<file path="src/rtl/tsc_pkg.sv">
// Shared definitions for the traffic signal controller: phase encodings,
// default phase lengths and the direction flag used to resume after WALK.
package tsc_pkg;

    typedef enum logic [2:0] {
        NS_GREEN  = 3'd0,
        NS_YELLOW = 3'd1,
        EW_GREEN  = 3'd2,
        EW_YELLOW = 3'd3,
        WALK      = 3'd4
    } tsc_state_e;

    localparam int DEF_GREEN_CYC  = 10;
    localparam int DEF_YELLOW_CYC = 3;
    localparam int DEF_WALK_CYC   = 6;
    localparam int DEF_CNT_W      = 8;

    localparam logic DIR_NS = 1'b0;
    localparam logic DIR_EW = 1'b1;

endpackage

</file>
<file path="src/rtl/tsc_phase_timer.sv">
// Phase length counter: counts edges within the current phase and flags the
// final edge when the count reaches the phase's last index.
module tsc_phase_timer #(
    parameter int CNT_W = 8
) (
    input  logic             clk,
    input  logic             reset,
    input  logic             clear,
    input  logic [CNT_W-1:0] last,
    output logic [CNT_W-1:0] cnt,
    output logic             tc
);

    assign tc = (cnt == last);

    always_ff @(posedge clk or posedge reset) begin
        if (reset) begin
            cnt <= '0;
        end else if (clear) begin
            cnt <= '0;
        end else begin
            cnt <= cnt + CNT_W'(1);
        end
    end

endmodule

</file>
<file path="src/rtl/tsc.sv">
// Four-way traffic signal controller with an all-red pedestrian WALK phase
// inserted after a yellow whenever a crossing request is pending.
//
//  state     | meaning
//  ----------+-----------------------------------------------
//  NS_GREEN  | north/south go, east/west and walk red
//  NS_YELLOW | north/south clearing, may hand over to WALK
//  EW_GREEN  | east/west go, north/south and walk red
//  EW_YELLOW | east/west clearing, may hand over to WALK
//  WALK      | all vehicle heads red, pedestrian green
module tsc
    import tsc_pkg::*;
#(
    parameter int GREEN_CYC  = DEF_GREEN_CYC,
    parameter int YELLOW_CYC = DEF_YELLOW_CYC,
    parameter int WALK_CYC   = DEF_WALK_CYC,
    parameter int CNT_W      = DEF_CNT_W
) (
    input  logic clk,
    input  logic reset,
    input  logic i,
    output logic NORTH_GREEN,
    output logic NORTH_YELLOW,
    output logic NORTH_RED,
    output logic EAST_GREEN,
    output logic EAST_YELLOW,
    output logic EAST_RED,
    output logic WALK_GREEN,
    output logic WALK_RED
);

    localparam logic [2:0] S_NS_GREEN  = NS_GREEN;
    localparam logic [2:0] S_NS_YELLOW = NS_YELLOW;
    localparam logic [2:0] S_EW_GREEN  = EW_GREEN;
    localparam logic [2:0] S_EW_YELLOW = EW_YELLOW;
    localparam logic [2:0] S_WALK      = WALK;

    localparam logic [CNT_W-1:0] LAST_GREEN  = CNT_W'(GREEN_CYC - 1);
    localparam logic [CNT_W-1:0] LAST_YELLOW = CNT_W'(YELLOW_CYC - 1);
    localparam logic [CNT_W-1:0] LAST_WALK   = CNT_W'(WALK_CYC - 1);

    // Plain vector rather than the enum so spare encodings stay representable.
    logic [2:0]       state;
    logic [2:0]       state_nxt;
    logic             req;
    logic             next_dir;
    logic             next_dir_nxt;
    logic             enter_walk;
    logic             illegal;
    logic [CNT_W-1:0] phase_last;
    logic [CNT_W-1:0] cnt;
    logic             tc;

    tsc_phase_timer #(
        .CNT_W (CNT_W)
    ) u_timer (
        .clk   (clk),
        .reset (reset),
        .clear (tc | illegal),
        .last  (phase_last),
        .cnt   (cnt),
        .tc    (tc)
    );

    always_comb begin
        phase_last = '0;
        case (state)
            S_NS_GREEN,
            S_EW_GREEN:  phase_last = LAST_GREEN;
            S_NS_YELLOW,
            S_EW_YELLOW: phase_last = LAST_YELLOW;
            S_WALK:      phase_last = LAST_WALK;
            default:     phase_last = '0;
        endcase
    end

    // A press landing on the final yellow edge still counts, hence req | i.
    always_comb begin
        state_nxt    = state;
        next_dir_nxt = next_dir;
        enter_walk   = 1'b0;
        illegal      = 1'b0;
        case (state)
            S_NS_GREEN: begin
                if (tc) state_nxt = S_NS_YELLOW;
            end
            S_NS_YELLOW: begin
                if (tc) begin
                    if (req | i) begin
                        state_nxt    = S_WALK;
                        enter_walk   = 1'b1;
                        next_dir_nxt = DIR_EW;
                    end else begin
                        state_nxt = S_EW_GREEN;
                    end
                end
            end
            S_EW_GREEN: begin
                if (tc) state_nxt = S_EW_YELLOW;
            end
            S_EW_YELLOW: begin
                if (tc) begin
                    if (req | i) begin
                        state_nxt    = S_WALK;
                        enter_walk   = 1'b1;
                        next_dir_nxt = DIR_NS;
                    end else begin
                        state_nxt = S_NS_GREEN;
                    end
                end
            end
            S_WALK: begin
                if (tc) state_nxt = (next_dir == DIR_EW) ? S_EW_GREEN : S_NS_GREEN;
            end
            default: begin
                illegal   = 1'b1;
                state_nxt = S_NS_GREEN;
            end
        endcase
    end

    always_ff @(posedge clk or posedge reset) begin
        if (reset) begin
            state    <= S_NS_GREEN;
            req      <= 1'b0;
            next_dir <= DIR_EW;
        end else begin
            state    <= state_nxt;
            next_dir <= next_dir_nxt;
            if (enter_walk) begin
                req <= 1'b0;
            end else if (i && state != S_WALK) begin
                req <= 1'b1;
            end
        end
    end

    always_comb begin
        NORTH_GREEN  = 1'b0;
        NORTH_YELLOW = 1'b0;
        NORTH_RED    = 1'b1;
        EAST_GREEN   = 1'b0;
        EAST_YELLOW  = 1'b0;
        EAST_RED     = 1'b1;
        WALK_GREEN   = 1'b0;
        WALK_RED     = 1'b1;
        case (state)
            S_NS_GREEN: begin
                NORTH_GREEN = 1'b1;
                NORTH_RED   = 1'b0;
            end
            S_NS_YELLOW: begin
                NORTH_YELLOW = 1'b1;
                NORTH_RED    = 1'b0;
            end
            S_EW_GREEN: begin
                EAST_GREEN = 1'b1;
                EAST_RED   = 1'b0;
            end
            S_EW_YELLOW: begin
                EAST_YELLOW = 1'b1;
                EAST_RED    = 1'b0;
            end
            S_WALK: begin
                WALK_GREEN = 1'b1;
                WALK_RED   = 1'b0;
            end
            default: ;
        endcase
    end

endmodule

</file>
<file path="config.mk">
export PLATFORM = sky130hd
export DESIGN_NAME = tsc
export DESIGN_NICKNAME = d
export VERILOG_FILES = /design/src/rtl/tsc_pkg.sv /design/src/rtl/tsc_phase_timer.sv /design/src/rtl/tsc.sv
export SDC_FILE = /design/constraint.sdc
export NUM_CORES = 1
export LEC_CHECK = 0
export CORE_MARGIN = 3
export CORE_UTILIZATION = 50
export DETAILED_ROUTE_END_ITERATION = 7
export HOLD_SLACK_MARGIN = 0.03
export PLACE_DENSITY = 0.74
export REMOVE_ABC_BUFFERS = 1
export SYNTH_ARGS = -nofsm -noshare
export SYNTH_HDL_FRONTEND = slang
export SYNTH_SLANG_ARGS = --single-unit
</file>
<file path="constraint.sdc">
create_clock -name clk -period 5.8 [get_ports clk]
set_input_delay 0.87 -clock clk [delete_from_list [all_inputs] [get_ports clk]]
set_output_delay 0.87 -clock clk [all_outputs]
set_load 0.02 [all_outputs]
</file>
==> metrics, run 1 <==
status finished clean; Storage cell area 327 um^2; f_max 369 MHz; DP Worst Slack 3.40 ns; nets@finish 101; # IOs 11; Max H-tree Level 1; worst-case clock buffer depth 2; Num CTS Buffers 3; HP Class flop to flop; Sw Share 0.456; first-pass GRT wire length 2640 um; Clk pwr share 0.107; hpwl dp 1170 um; internal power 290 uW; Site Rows 13; max_cap viols 0; Mapped Avg Cell Area 9.44 um^2; Placed Cells incl. Taps 107; clk root buf clkbuf_4; critical path type flop to output port; fin crit share 0.467; cts-stage hold buffer count 0; die area 0.00212 mm^2; Tmin final 2.71 ns; Pins Over Slew Limit 0; number of fill cells in the layout 111; Netlist Area Pre-Place 802 um^2; Static Leakage 0.000383 uW; unrepaired setup endpoints after global routing no; routed via count 623; pwr dens 577 mW/mm^2; reg2reg setup slack 3.76 ns; setup TNS 0 ns; CTS Sinks 13; Seq cells post-synth 13; R2R Path End state[0]; yosys warns 0; core outline area 0.00140 mm^2; Worst Max-Slew Pin Slew 0.534 ns; Sequential Power Share 0.330; Arr. time, crit path 1.84 ns; PostCTS Resize Cnt 0; EDFF count, synth 0; chip height 46.1 um; Pwr Total 533 uW; drt first-iter violations 12; post-CTS setup buffer count 0; gr ovfl total 0; DIE WIDTH 46.1 um; final worst setup slack 3.09 ns; n_diodes 0; crit path to NORTH_YELLOW; post-synthesis cell type count 36; vias in the first global route 580; clk slew on worst S/H paths 0.08 ns; multi-input logic area 430 um^2; ys async rst share 1.00; Starting Density 0.573; post-synth top area cell dfrtp_1; post-synth top area share 0.374; clock skew 0.00170 ns; port buffer count 10; area grow syn2layout 15.3%; Seq/Total Area, Yosys 0.407; Pre-antenna DRT Iters 4; TritonCTS clock tree yes; number of routed nets with antenna violations 0; Max rail drop VDD 292 uV; Psw 243 uW; commonest cells in the netlist dfrtp_1, nor2_1, nor3_1; Syn Inst Count 85; CP Data Required Time 4.93 ns; fin cells 111; path depth of the worst reg2reg path 4; largest cells by area after synthesis dfrtp_1, xor2_1, nor3_1, nor2_1, a311oi_4; Routed WL 1550 um; via/cell ratio 5.61; Comb pwr share 0.563; crit path from state[2]; Worst Setup Start Kind flop; max_slew headroom 0.641; final setup violation count 0; Avg WL per Cell 13.9 um; layout cells sized above 1 0.0938; Total GRT Usage 0.176; clk_lat worst skew 0.28 ns; Final GP Congestion 0.768; r2r startpoint u_timer.cnt[4]; WHS 0.477 ns; Critical Path Fanout Max 10; type of element capturing the critical path output port; most frequent cell after synthesis dfrtp_1; DRC 0; final hold vios 0; largest net degree at the start of global routing 14; ys flop type dfrtp_1; initial antenna violation count 0
==> cell families after synthesis <==
| kind of cell | after synthesis | share of synthesized area |
|---|---|---|
| and+or+nand+nor | 37 | 0.239 |
| AOI/OAI and AO/OA | 16 | 0.179 |
| DFF | 13 | 0.407 |
| buffers and inverters | 9 | 0.0562 |
| xor gates and xnor gates | 7 | 0.0764 |
| muxes | 2 | 0.0265 |
| adders and majority gates | 1 | 0.0156 |
==> final cells by class <==
type | instances | share of cell area
Sequential cell | 13 | 0.353
Timing Repair Buffer | 10 | 0.108
Multi-Input combinational cell | 63 | 0.465
Tap cell | 15 | 0.0203
Clock buffer | 4 | 0.0284
Inverter | 6 | 0.0244
==> state kept, by name, indices dropped and copies added (netlist names) <==
| signal | cells |
|---|---|
| state | 3 |
| req | 1 |
| u_timer.cnt | 8 |
| next_dir | 1 |
==> cell usage in the layout (no fill, tap or decap), types with 3 or more instances in the layout <==
master	synthesis	routed
xor2_1	5	5
clkbuf_4	0	3
dfrtp_1	12	12
nor3_1	7	7
nor2b_1	4	4
clkdlybuf4s50_1	0	10
inv_1	6	6
a21oi_1	3	3
nor2_1	9	9
nand2_1	4	4
==> layer usage <==
metal / GRT usage / wire (um) / up-vias / share of wire
li1: - / - / 324 / -
met1: 0.258 / 822 / 289 / 0.53
met2: 0.236 / 661 / 6 / 0.43
met3: 0.0469 / 34 / 4 / 0.022
met4: 0.0852 / 26 / 0 / 0.017
met5: 0 / 0 / - / 0
==> power groups by stage <==
stage                     Sequential, uW  Clock (uW)  Combinational [uW]
final                                176        57.3                 300
after global routing                 184        62.9                 331
after CTS                            175        59.5                 304
after detailed placement             177           0                 303
after global placement               176           0                 300
after floorplan                      162           0                 223
==> worst min-delay path by stage <==
stage,cells after the start,start,end
detailed placement,2,next_dir,next_dir
global placement,2,next_dir,next_dir
finish,2,next_dir,next_dir
global route,2,next_dir,next_dir
floorplan,2,next_dir,next_dir
CTS,2,next_dir,next_dir
==> through the flow <==
stage          instance area (um^2)  utilization
5_1_grt                         925        0.661
3_3_place_gp                    898        0.642
3_5_place_dp                    898        0.642
2_1_floorplan                   779            -
6_report                        925        0.661
4_1_cts                         925        0.661
==> worst max-delay path, stage by stage (launching register included) <==
cell and delay (ns):
dfrtp_1 0.49, or2_2 0.36, nor2_1 0.10, clkdlybuf4s50_1 0.61
Note: power is estimated with default switching activity, not from simulation.
==> inputs of run 2 (changes only) <==
==> constraint.sdc (replaced) <==
create_clock -name clk -period 2.7 [get_ports clk]
set_input_delay 0.405 -clock clk [delete_from_list [all_inputs] [get_ports clk]]
set_output_delay 0.405 -clock clk [all_outputs]
set_load 0.02 [all_outputs]
==> run 2 against run 1 <==
Compared with the run above: count of clock-buffer cells in the layout stayed put; die area stayed put; critical path depth stayed put; combinational power is 120% higher; design area stayed put; non-clock buffer count stayed put; register-to-register slack worse by 3.0 ns; first-iteration DRC count is 140% higher; clock skew is 0.0033 ns higher; worst hold slack worse by 0.031 ns; final cell count stayed put; core utilization stayed put; critical path type unchanged; largest cell class unchanged; largest power group unchanged.
==> metrics, run 2 (same netlist as run 1, synthesis figures left out) <==
GR Layer Usage met2 0.280 (was 0.236); CP Data Required Time 2.30 ns (was 4.93 ns); layout cells sized above 1 0.0938 (unchanged); DIE WIDTH 46.1 um (unchanged); Tmin final 2.25 ns; max FFs per register 8 (unchanged); critical-path cell list or2_2 -> nor2_1 -> clkdlybuf4s50_1 (unchanged); setup TNS 0 ns (unchanged); core outline area 0.00140 mm^2 (unchanged); vias in the first global route 647 (was 580); worst-case clock buffer depth 2 (unchanged); commonest cells after routing, fill and taps aside dfrtp_1, clkdlybuf4s50_1, nor2_1, nor3_1, inv_1 (unchanged); Worst Max-Slew Pin Slew 0.528 ns (was 0.534 ns); final setup violation count 0 (unchanged); Pwr Total 1160 uW (was 533 uW); area grow syn2layout 15.3% (unchanged); nets@finish 101 (unchanged); # IOs 11 (unchanged); TritonCTS clock tree yes (unchanged); Most flops, register u_timer.cnt (unchanged); post-CTS setup buffer count 0 (unchanged); die area 0.00212 mm^2 (unchanged); DRC 0 (unchanged); DP Worst Slack 0.757 ns (was 3.40 ns); max_slew headroom 0.647 (was 0.641); hpwl dp 1150 um (was 1170 um); CP peak stage delay 0.61 ns (about the same); crit path buf inv count 1 (unchanged); Final Core Density 0.661 (unchanged); number of routed nets with antenna violations 0 (unchanged); cts-stage hold buffer count 0 (unchanged); Worst Setup Start Kind flop (unchanged); largest net degree at the start of global routing 14 (unchanged); n_diodes 0 (unchanged); Most Crowded Layer GR met2 (was met1); chip height 46.1 um (unchanged); Pins Over Slew Limit 0 (unchanged); critical path type flop to output port (unchanged); type of element capturing the critical path output port (unchanged); f_max 444 MHz; Max H-tree Level 1 (unchanged); slowest CP cell clkdlybuf4s50_1 (unchanged); clk_lat worst skew 0.28 ns (about the same); Starting Density 0.573 (unchanged); Routed WL 1680 um (was 1550 um); clk slew on worst S/H paths 0.08 ns (about the same); HP Class input port to async pin (was flop to flop); final worst setup slack 0.448 ns (was 3.09 ns); Site Rows 13 (unchanged); CTS Sinks 13 (unchanged); clk root buf clkbuf_4 (unchanged); routed via count 670 (was 623); pwr dens 1250 mW/mm^2 (was 577 mW/mm^2); biggest regs u_timer.cnt (8), state (3) (unchanged); gr ovfl total 0 (unchanged); Num CTS Buffers 3 (unchanged); first-pass GRT wire length 2820 um (was 2640 um); initial antenna violation count 0 (unchanged); PostCTS Resize Cnt 0 (unchanged); drt first-iter violations 29 (was 12); commonest non-fill, non-tap cell in the layout dfrtp_1 (unchanged); fin crit share 0.834; Final GP Congestion 0.839 (was 0.768); max_cap viols 0 (unchanged); unrepaired setup endpoints after global routing no (unchanged); Max rail drop VDD 689 uV (was 292 uV); port buffer count 10 (unchanged); final hold vios 0 (unchanged); Critical Path Fanout Max 10 (unchanged); Total GRT Usage 0.190 (was 0.176); Global Route met3 Usage 0.0586 (was 0.0469); met1 GRT Util 0.257 (was 0.258); Avg WL per Cell 15.1 um (was 13.9 um); via/cell ratio 6.04 (was 5.61); status finished clean (unchanged); Pre-antenna DRT Iters 4 (unchanged); clock skew 0.00504 ns (was 0.00170 ns); Static Leakage 0.000383 uW (unchanged); CP top delay family buffers and inverters (unchanged); Arr. time, crit path 1.85 ns (was 1.84 ns)
-- run 2: path summary, 6_finish.rpt --
| path | startpoint | to | slack (ns) | cells past startpoint |
|---|---|---|---|---|
| min in group clk | next_dir | next_dir | 0.47 | 2 |
| worst max register to register | state[0] | state[0] | 0.75 | 4 |
| worst min-delay path | reset | u_timer.cnt[2] | 0.45 | 2 |
| worst min register to register | next_dir | next_dir | 0.47 | 2 |
| worst max-delay path | state[2] | NORTH_YELLOW | 0.45 | 3 |
| max in group asynchronous | reset | next_dir | 1.89 | 2 |
-- run 2: cell type report --
class	instances	area (um^2)
timing repair buffer	10	100
inverter	6	22.5
multi-input combinational	63	430
sequential	13	327
fill	107	474
clock buffer	4	26.3
tap	15	18.8
-- run 2: stage by stage --
| stage | hold WS [ns] | instance area (um^2) | cells |
|---|---|---|---|
| after detailed placement | 0.460 | 898 | 107 |
| after global placement | 0.458 | 898 | 107 |
| after global routing | 0.479 | 925 | 111 |
| after CTS | 0.458 | 925 | 111 |
| final | 0.446 | 925 | 111 |
| after floorplan | 0.281 | 779 | 82 |
-- run 2: report_power, final --
group          switching (uW)  internal [uW]  leakage (uW)
sequential                111            270      0.000164
clock                    63.6           57.4     0.0000150
combinational             358            299      0.000203
total                     533            626      0.000383
-- run 2: layer usage --
layer / part of all wire / vias to the layer above
met5: 0 / -
met4: 0.010 / 0
met3: 0.048 / 2
met2: 0.45 / 18
met1: 0.49 / 325
li1: - / 325
==> inputs of run 3 (changes only) <==
--- a/config.mk
+++ b/config.mk
@@ -6,10 +6,10 @@
 export NUM_CORES = 1
 export LEC_CHECK = 0
 export CORE_MARGIN = 3
-export CORE_UTILIZATION = 50
+export CORE_UTILIZATION = 47
 export DETAILED_ROUTE_END_ITERATION = 7
 export HOLD_SLACK_MARGIN = 0.03
-export PLACE_DENSITY = 0.74
+export PLACE_DENSITY = 0.73
 export REMOVE_ABC_BUFFERS = 1
 export SYNTH_ARGS = -nofsm -noshare
 export SYNTH_HDL_FRONTEND = slang
==> constraint.sdc (replaced) <==
create_clock -name clk -period 1.9 [get_ports clk]
set_input_delay 0.285 -clock clk [delete_from_list [all_inputs] [get_ports clk]]
set_output_delay 0.285 -clock clk [all_outputs]
set_load 0.02 [all_outputs]
==> run 3 against run 2 <==
Compared with the run above: first-iteration DRC count is 38% lower; routed wire length is 3.2% lower; count of clock-buffer cells in the layout stayed put; sequential power is 27% higher; largest cell class unchanged; clock power is 39% higher; worst setup slack worse by 0.40 ns; worst hold slack worse by 0.10 ns; final cell count is 7.2% higher; sequential share of layout area is 1.6 points lower; highest routed layer unchanged; critical endpoint is now NORTH_RED; via count is 1.0% lower; non-clock buffer count is 7 higher.
==> metrics, run 3 (same netlist as run 1, synthesis figures left out) <==
Routed WL 1630 um (was 1680 um); Worst Max-Slew Pin Slew 0.505 ns (was 0.528 ns); chip height 47.3 um (was 46.1 um); fin crit share 0.975; Max H-tree Level 1 (unchanged); commonest non-fill, non-tap cell in the layout dfrtp_1 (unchanged); final instance area 970 um^2 (was 925 um^2); Static Leakage 0.000431 uW (was 0.000383 uW); drt first-iter violations 18 (was 29); max FFs per register 8 (unchanged); clk slew on worst S/H paths 0.08 ns (about the same); die area 0.00224 mm^2 (was 0.00212 mm^2); WHS 0.343 ns (was 0.446 ns); commonest cells after routing, fill and taps aside dfrtp_1, nor2_1, nor3_1, dlygate4sd2_1, buf_4 (was dfrtp_1, clkdlybuf4s50_1, nor2_1, nor3_1, inv_1); number of routed nets with antenna violations 0 (unchanged); Critical Path Fanout Max 4 (was 10); Pins Over Slew Limit 0 (unchanged); type of element capturing the critical path output port (unchanged); routed via count 663 (was 670); final worst setup slack 0.0474 ns (was 0.448 ns); CP Data Required Time 1.62 ns (was 2.30 ns); Avg WL per Cell 13.7 um (was 15.1 um); core outline area 0.00156 mm^2 (was 0.00140 mm^2); biggest regs u_timer.cnt (8), state (3) (unchanged); Starting Density 0.514 (was 0.573); final setup violation count 0 (unchanged); Final GP Congestion 0.844 (was 0.839); critical path type flop to output port (unchanged); n_diodes 0 (unchanged); pwr dens 1740 mW/mm^2 (was 1250 mW/mm^2); Site Rows 14 (was 13); max_slew headroom 0.662 (was 0.647); first-pass GRT wire length 2680 um (was 2820 um); Total GRT Usage 0.170 (was 0.190); final hold vios 0 (unchanged); hpwl dp 1250 um (was 1150 um); DP Area 952 um^2 (was 898 um^2); worst-case clock buffer depth 2 (unchanged); max_cap viols 0 (unchanged); slowest CP cell clkdlybuf4s50_1 (unchanged); Tmin final 1.85 ns; Max rail drop VDD 946 uV (was 689 uV); Arr. time, crit path 1.57 ns (was 1.85 ns); critical-path cell list or2_2 -> clkdlybuf4s50_1 (was or2_2 -> nor2_1 -> clkdlybuf4s50_1); Pwr Total 1680 uW (was 1160 uW); DRC 0 (unchanged); f_max 540 MHz; cts-stage hold buffer count 0 (unchanged); vias in the first global route 611 (was 647); area grow syn2layout 20.9% (was 15.3%); DIE WIDTH 47.3 um (was 46.1 um); Pre-antenna DRT Iters 4 (unchanged); TritonCTS clock tree yes (unchanged); CP peak stage delay 0.55 ns (was 0.61 ns); # IOs 11 (unchanged); clock skew 0.00168 ns (was 0.00504 ns); port buffer count 10 (unchanged); fin cells 119 (was 111); gr ovfl total 0 (unchanged); Most flops, register u_timer.cnt (unchanged); status finished clean (unchanged); Num CTS Buffers 3 (unchanged); Worst Setup Start Kind flop (unchanged); largest net degree at the start of global routing 14 (unchanged); Placed Cells incl. Taps 115 (was 107); clk_lat worst skew 0.27 ns (was 0.28 ns); via/cell ratio 5.57 (was 6.04); layout cells sized above 1 0.155 (was 0.0938); clk root buf clkbuf_4 (unchanged); HP Class input port to async pin (unchanged); nets@finish 108 (was 101); DP Worst Slack 0.0570 ns (was 0.757 ns); CTS Sinks 13 (unchanged); initial antenna violation count 0 (unchanged); unrepaired setup endpoints after global routing yes (was no)
## run 3: cell count changes in the layout (fill, tap and decap cells not counted)
cell             delta
buf_4               +7
clkdlybuf4s50_1     -7
dlygate4sd2_1       +7
## run 3: critical path: cells and delay by family (launching register included)
kind                   cells  cell delay [ns]
buffers and inverters      1             0.55
and+or+nand+nor            1             0.35
DFF                        1             0.40
## run 3: layer usage
layer | vias up | GRT usage | share of wire | wire, um
li1 | 340 | - | - | -
met5 | - | 0 | 0 | 0
met3 | 2 | 0.0230 | 0.034 | 55
met4 | 0 | 0.0663 | 0.0068 | 11
met2 | 14 | 0.265 | 0.47 | 765
met1 | 307 | 0.238 | 0.49 | 792
## run 3: worst paths after layout
| check | cells after the start | slack, ns | end | startpoint |
|---|---|---|---|---|
| setup reg to reg | 4 | 0.06 | state[0] | state[1] |
| hold / removal | 2 | 0.34 | req | reset |
| hold reg to reg | 2 | 0.48 | next_dir | next_dir |
| min in group clk | 2 | 0.48 | next_dir | next_dir |
| max in group asynchronous | 2 | 1.20 | next_dir | reset |
| setup / recovery | 2 | 0.05 | NORTH_RED | state[2] |
## run 3: stage by stage
step,util,TNS [ns]
3_5_place_dp,0.611,0
3_3_place_gp,0.611,0
2_1_floorplan,-,0
5_1_grt,0.622,-0.0201
4_1_cts,0.622,0
6_report,0.622,0
## run 3: cell type report
cell class | count | area, um^2
Timing Repair Buffer | 17 | 144
Fill cell | 139 | 589
Sequential cell | 13 | 327
Tap cell | 16 | 20.0
Inverter | 6 | 22.5
Multi-Input combinational cell | 63 | 430
Clock buffer | 4 | 26.3
## run 3: what timing repair did
action / in CTS / in global routing
pin swaps: 0 / 0
resized for setup: 7 / 0
setup buffers: 0 / 0
endpoints found under the setup margin: 7 / 1
endpoints found under the hold margin: 0 / 0
## run 3: power breakdown
group | leakage (uW) | internal [uW] | switching, uW
Sequential | 0.000164 | 384 | 98.3
Combinational | 0.000252 | 461 | 571
Clock | 0.0000150 | 81.3 | 87.2
Total | 0.000431 | 927 | 756
